## src/rtl/mmio_router.sv

```systemverilog
// mmio_router: one master routed to RAM/UART/timer slaves, one transaction in flight plus a one-entry pending buffer.
// Optional timeout on a hung slave is enabled with `define ROUTER_TIMEOUT_EN.
module mmio_router #(
  parameter logic [31:0] RAM_BASE   = 32'h0000_0000,
  parameter logic [31:0] RAM_SIZE   = 32'h0010_0000,
  parameter logic [31:0] UART_BASE  = 32'h0100_0000,
  parameter logic [31:0] UART_SIZE  = 32'h0000_0010,
  parameter logic [31:0] TIMER_BASE = 32'h0200_0000,
  parameter logic [31:0] TIMER_SIZE = 32'h0000_0010,
  parameter int          TIMEOUT    = 256
) (
  input  logic        clk,
  input  logic        rst,
  input  logic        mem_valid,
  input  logic        mem_instr,
  input  logic [31:0] mem_addr,
  input  logic [31:0] mem_wdata,
  input  logic [3:0]  mem_wstrb,
  output logic [31:0] mem_rdata,
  output logic        mem_ready,
  output logic        mem_error,
  output logic        mem_overflow,
  output logic [2:0]  slv_valid,
  output logic        slv_instr,
  output logic [31:0] slv_addr,
  output logic [31:0] slv_wdata,
  output logic [3:0]  slv_wstrb,
  input  logic [95:0] slv_rdata,
  input  logic [2:0]  slv_ready
);
  localparam int NS = 3;

  typedef struct packed {
    logic        instr;
    logic [31:0] addr;
    logic [31:0] wdata;
    logic [3:0]  wstrb;
  } req_t;

  typedef enum logic [1:0] {IDLE, WAIT, RESP} state_t;

  localparam logic [NS-1:0][31:0] BASE = {TIMER_BASE, UART_BASE, RAM_BASE};
  localparam logic [NS-1:0][31:0] SIZE = {TIMER_SIZE, UART_SIZE, RAM_SIZE};

  if (TIMEOUT < 2) begin : g_bad_timeout
    $error("mmio_router: TIMEOUT must be at least 2");
  end

  state_t              state;
  logic [1:0]          sel;
  logic                pend_vld;
  req_t                pend;
  req_t                live;
  req_t                src;
  logic                src_vld;
  logic [NS-1:0]       hit;
  logic [1:0]          hit_idx;
  logic [31:0]         hit_off;
  logic [NS-1:0][31:0] rd_arr;

  assign live    = {mem_instr, mem_addr, mem_wdata, mem_wstrb};
  assign src     = pend_vld ? pend : live;
  assign src_vld = pend_vld | mem_valid;
  assign rd_arr  = slv_rdata;

  // 33-bit compare so a region ending at 2^32 cannot wrap to zero
  for (genvar i = 0; i < NS; i++) begin : g_dec
    assign hit[i] = ({1'b0, src.addr} >= {1'b0, BASE[i]}) &&
                    ({1'b0, src.addr} <  ({1'b0, BASE[i]} + {1'b0, SIZE[i]}));
  end

  always_comb begin
    hit_idx = 2'd0;
    if (hit[0])      hit_idx = 2'd0;
    else if (hit[1]) hit_idx = 2'd1;
    else if (hit[2]) hit_idx = 2'd2;
    hit_off = src.addr - BASE[hit_idx];
  end

`ifdef ROUTER_TIMEOUT_EN
  localparam int            CW       = $clog2(TIMEOUT);
  localparam logic [CW-1:0] CNT_LAST = CW'(TIMEOUT - 1);
  logic [CW-1:0] cnt;
`endif

  always_ff @(posedge clk or negedge rst) begin
    if (!rst) begin
      state        <= IDLE;
      sel          <= '0;
      pend_vld     <= 1'b0;
      pend         <= '0;
      mem_rdata    <= '0;
      mem_ready    <= 1'b0;
      mem_error    <= 1'b0;
      mem_overflow <= 1'b0;
      slv_valid    <= '0;
      slv_instr    <= 1'b0;
      slv_addr     <= '0;
      slv_wdata    <= '0;
      slv_wstrb    <= '0;
`ifdef ROUTER_TIMEOUT_EN
      cnt          <= '0;
`endif
    end else begin
      slv_valid <= '0;
      mem_ready <= 1'b0;
      mem_error <= 1'b0;
      case (state)
        IDLE: if (src_vld) begin
          // pending entry goes first; a simultaneous live request refills the buffer
          if (pend_vld) begin
            pend_vld <= mem_valid;
            if (mem_valid) pend <= live;
          end
          if (|hit) begin
            slv_valid <= NS'(1) << hit_idx;
            slv_addr  <= hit_off;
            slv_instr <= src.instr;
            slv_wdata <= src.wdata;
            slv_wstrb <= src.wstrb;
            sel       <= hit_idx;
            state     <= WAIT;
`ifdef ROUTER_TIMEOUT_EN
            cnt       <= '0;
`endif
          end else begin
            mem_ready <= 1'b1;
            mem_error <= 1'b1;
            mem_rdata <= '0;
            state     <= RESP;
          end
        end
        WAIT: begin
          if (slv_ready[sel]) begin
            mem_ready <= 1'b1;
            mem_rdata <= rd_arr[sel];
            state     <= RESP;
          end
`ifdef ROUTER_TIMEOUT_EN
          else if (cnt == CNT_LAST) begin
            mem_ready <= 1'b1;
            mem_error <= 1'b1;
            mem_rdata <= '0;
            state     <= RESP;
          end else begin
            cnt <= cnt + CW'(1);
          end
`endif
        end
        RESP:    state <= IDLE;
        default: state <= IDLE;
      endcase
      if (state != IDLE && mem_valid) begin
        if (!pend_vld) begin
          pend_vld <= 1'b1;
          pend     <= live;
        end else begin
          mem_overflow <= 1'b1;
        end
      end
    end
  end

endmodule

```

## config.mk

```make
export PLATFORM = sky130hd
export DESIGN_NAME = mmio_router
export DESIGN_NICKNAME = d
export VERILOG_FILES = /design/src/rtl/mmio_router.sv
export SDC_FILE = /design/constraint.sdc
export NUM_CORES = 1
export LEC_CHECK = 0
export ABC_AREA = 1
export CAP_MARGIN = 20
export CORE_ASPECT_RATIO = 1.25
export CORE_MARGIN = 2
export CORE_UTILIZATION = 47
export CTS_CLUSTER_DIAMETER = 60
export DETAILED_ROUTE_END_ITERATION = 10
export PLACE_DENSITY = 0.81
export SLEW_MARGIN = 20
export SYNTH_ARGS = -nofsm -noshare
export SYNTH_HDL_FRONTEND = slang
export SYNTH_SLANG_ARGS = --single-unit
```

## constraint.sdc

```tcl
create_clock -name clk -period 3.5 [get_ports clk]
set_input_delay 0.7 -clock clk [delete_from_list [all_inputs] [get_ports clk]]
set_output_delay 0.7 -clock clk [all_outputs]
set_load 0.01 [all_outputs]
```

==> summary.md <==
| Metric | Value |
|---|---|
| Antenna Nets Post-Route | `0` |
| Synth Net Count | `roughly 1,300` |
| Top Usage Layer GRT | `met2` |
| Share of cells above drive strength 1 | `5.83%` |
| Residual DRC count | `0` |
| Placer Congestion | `between 0.8 and 0.9` |
| Clock Tree Root | `clkbuf_16` |
| RSZ-0062 raised after global routing | `no` |
| DRT iter0 DRCs | `467` |
| Most used standard cell by instance count after synthesis | `nand2_1` |
| Crit-path most repeated cell | `nand2_1` |
| Clock-pin slew on the worst setup and hold paths | `about 0.07 ns` |
| H-tree depth | `4` |
| Synthesized area per cell | `7.85 um^2` |
| Worst path cell trace | `buf_4 -> o21ai_0 -> nor2_1 -> nand2_1 -> nor2_2 -> nand3_2 -> ha_1 -> or2_2 -> a21oi_1 -> nand3b_1 -> xor2_1 -> nand3_1 -> nand2_1 -> inv_1` |
| Critical-path top delay cell | `dfrtp_1` |
| First-pass GRT wire length | `between 30,000 and 40,000 um` |
| Post-CTS Resized | `0` |
| Overall routing resource usage | `between 20% and 30%` |
| Synth cell types | `28` |
| GR met1 Demand/Resource | `~30%` |
| GRT met2 Usage | `between 40% and 50%` |
| Pre-CTS setup slack | `0.186 ns` |
| Fin. max-slew vios | `0` |
| Worst Slack Setup Final | `0.412 ns` |
| Sequential element share of the synthesized area | `52.7%` |
| Die footprint | `19,400 um^2` |
| Hold Crit Class | `in2async` |
| Top cells by count, synth | `nand2_1 (318), dfrtp_1 (181), o21ai_0 (158), nor2_1 (98), inv_1 (89)` |
| # rows | `55` |
| Post-Syn Instances | `1,096` |
| Met3 Usage GRT | `under 10%` |
| Vias/cell | `approximately 5` |
| Max-cap violation count | `0` |
| I/O Pins | `between 200 and 300` |
| Syn Std Cell Area | `between 8000 and 9000 um^2` |
| Port buffer count | `277` |
| CP startpoint kind | `flip-flop` |
| Post-synth top flop | `dfrtp_1` |
| Final setup viols | `0` |
| CP Max Fanout | `13` |
| TritonCTS clock tree | `built` |
| Slew HR | `between 30 and 40%` |
| Synth area leader | `dfrtp_1` |
| CTS sink cnt | `181` |
| Die X | `approximately 130 um` |
| Area share of the largest cell type after synthesis | `between 50% and 60%` |
| Post-synthesis register bit count | `~180` |
| Status | `finished clean` |
| Async SR Flop Fraction | `between 90% and 100%` |
| Clock Latency Late Sink | `0.42 ns` |
| Crit path DAT | `between 3 and 4 ns` |
| EDFF count, synth | `0` |
| Syn. warnings | `0` |
| Syn-to-layout area delta | `41.3%` |
| Drt first pass iters | `5` |
| Drt wl/cell | `15.3 um` |
| Die H | `~160 um` |
| Tcrit/Tclk final | `between 80% and 90%` |
| Final HPWL DP | `approximately 17,000 um` |
| Initial Utilization | `47.7%` |
| Vias in the first global route | `just under 8,000` |
| Final net count | `between 1,500 and 2,000` |
| Worst EP required | `about 3.8 ns` |
| Crit path time final | `around 3.1 ns` |
| Cts bufs inserted | `17` |
| Skew final | `around 0.0095 ns` |
| Ranking of synthesized cells by area | `dfrtp_1 (53%), nand2_1 (14%), o21ai_0 (9.2%), nor2_1 (4.3%), nand3_1 (4.0%)` |
| Pwr Density | `slightly below 600 nW/um^2` |
| FILL cells | `about 1,500` |
| Remaining Overflow, GRT | `0` |
| WP buf/inv | `2` |
| Post-CTS setup buffers | `0` |
| WL final | `24,300 um` |
| Max incr delay on CP | `about 0.62 ns` |
| CTS max path bufs | `2` |
| FMAX | `about 320 MHz` |
| Pleak | `between 5 and 6 nW` |
| Top delay family on crit path | `simple AND/OR/NAND/NOR gates` |
| Crit. End Element | `flip-flop` |
| VDD IR max | `approximately 0.43 mV` |
| Largest net degree at the start of global routing | `91` |
| Fin Setup TNS | `0 ns` |
| Vias | `8,028` |
| Final hold vios | `0` |
| Hold buffer count at CTS | `0` |
| Worst Max-Slew Pin Slew | `roughly 0.95 ns` |
| Core Region | `between 15,000 and 20,000 um^2` |
| Initial antenna violation count | `4` |
| CP Class | `reg2reg` |
[stage by stage]
step / power, W / cell area (um^2) / cells / hold slack [ns] / util [%]
floorplan: 0.00438 / 8600 / 1096 / 0.404 / -
CTS: 0.00718 / 12100 / 1583 / 0.351 / 67.4
finish: 0.00714 / 12200 / 1584 / 0.309 / 67.4
global placement: 0.00513 / 11600 / 1552 / 0.460 / 64.1
global route: 0.00761 / 12200 / 1584 / 0.379 / 67.4
detailed placement: 0.00522 / 11600 / 1552 / 0.469 / 64.1
[report_power, final]
part           switching [W]  total [W]  internal [W]
Clock               0.000822    0.00193       0.00111
Combinational        0.00141    0.00233      0.000923
Sequential          0.000268    0.00287       0.00260
[layer usage]
layer / vias up / routed length (um)
li1: 3989 / -
met1: 3724 / 9800
met2: 266 / 12000
met3: 43 / 1830
met4: 6 / 594
met5: - / 46
[layout by cell type (no fill, tap or decap)]
master	netlist	layout
inv_4	1	1
o21ai_0	158	158
inv_6	0	3
a21oi_1	40	40
bufinv_16	0	2
nor2_2	3	4
o21ai_1	39	39
buf_12	0	5
clkinv_1	0	1
inv_1	89	88
ha_1	2	2
o31ai_1	1	1
nand3_2	3	3
dfrtp_1	181	181
nand4_2	1	1
clkinv_2	1	3
o21ai_2	7	7
nand2_4	1	2
nand2_1	318	317
buf_4	3	17
xnor2_1	2	2
clkinvlp_4	0	2
clkbuf_8	0	4
clkbuf_16	0	17
clkinv_4	0	1
nor2_1	98	97
mux2_2	6	6
clkdlybuf4s50_1	0	276
clkbuf_1	45	1
or2_2	1	1
nand3_1	69	69
diode_2	0	1
nand3b_1	1	1
o21bai_1	1	1
xor2_1	2	2
[registers in the layout, indices dropped and copies added (netlist names)]
| signal | count |
|---|---|
| pend | 69 |
| pend_vld | 1 |
| sel | 2 |
| slv_instr | 1 |
| slv_wstrb | 4 |
| state | 2 |
| slv_valid | 3 |
| mem_error | 1 |
| slv_wdata | 32 |
| mem_ready | 1 |
| mem_overflow | 1 |
| mem_rdata | 32 |
| slv_addr | 32 |
[worst reg2reg max path, cell delays in order, from the launching register on]
cell and delay [ns]:
dfrtp_1 0.62, buf_4 0.29, o21ai_0 0.12, nor2_1 0.17, nand2_1 0.08, nor2_2 0.17
nand3_2 0.11, ha_1 0.30, or2_2 0.30, a21oi_1 0.23, nand3b_1 0.16, xor2_1 0.23
nand3_1 0.10, nand2_1 0.08, inv_1 0.04
[path summary, 6_finish.rpt]
check / start / to / slack, ns / cells after the start
worst max-delay path: pend_vld / slv_addr[28] / 0.41 / 14
worst min-delay path: rst / mem_rdata[2] / 0.31 / 1
worst max register to register: pend_vld / slv_addr[28] / 0.41 / 14
worst min register to register: slv_wdata[21] / slv_wdata[21] / 0.48 / 2
max in group asynchronous: rst / slv_addr[15] / 2.35 / 2
min in group clk: slv_wdata[21] / slv_wdata[21] / 0.48 / 2
[final cells by class]
class | count | area, um^2 | share of cell area, %
multi-input combinational | 753 | 3390 | 27.9
sequential | 181 | 4530 | 37.3
clock buffer | 21 | 470 | 3.87
antenna | 1 | 2.50 | 0.0206
clock inverter | 10 | 120 | 0.989
timing repair buffer | 299 | 3000 | 24.7
inverter | 91 | 345 | 2.84
tap | 228 | 285 | 2.35
[cell families (layout without fill, tap and decap cells)]
| family | Yosys count | after routing | share of synthesized area [%] |
|---|---|---|---|
| and+or+nand+nor | 495 | 495 | 23.2 |
| AOI/OAI and AO/OA | 246 | 246 | 14.7 |
| DFF | 181 | 181 | 52.7 |
| buffers and inverters | 162 | 421 | 8.01 |
| muxes | 6 | 6 | 0.785 |
| xor gates and xnor gates | 4 | 4 | 0.407 |
| adders and majority gates | 2 | 2 | 0.291 |
| other | 0 | 1 | 0 |
No activity file was read; power rests on OpenSTA's default activity.
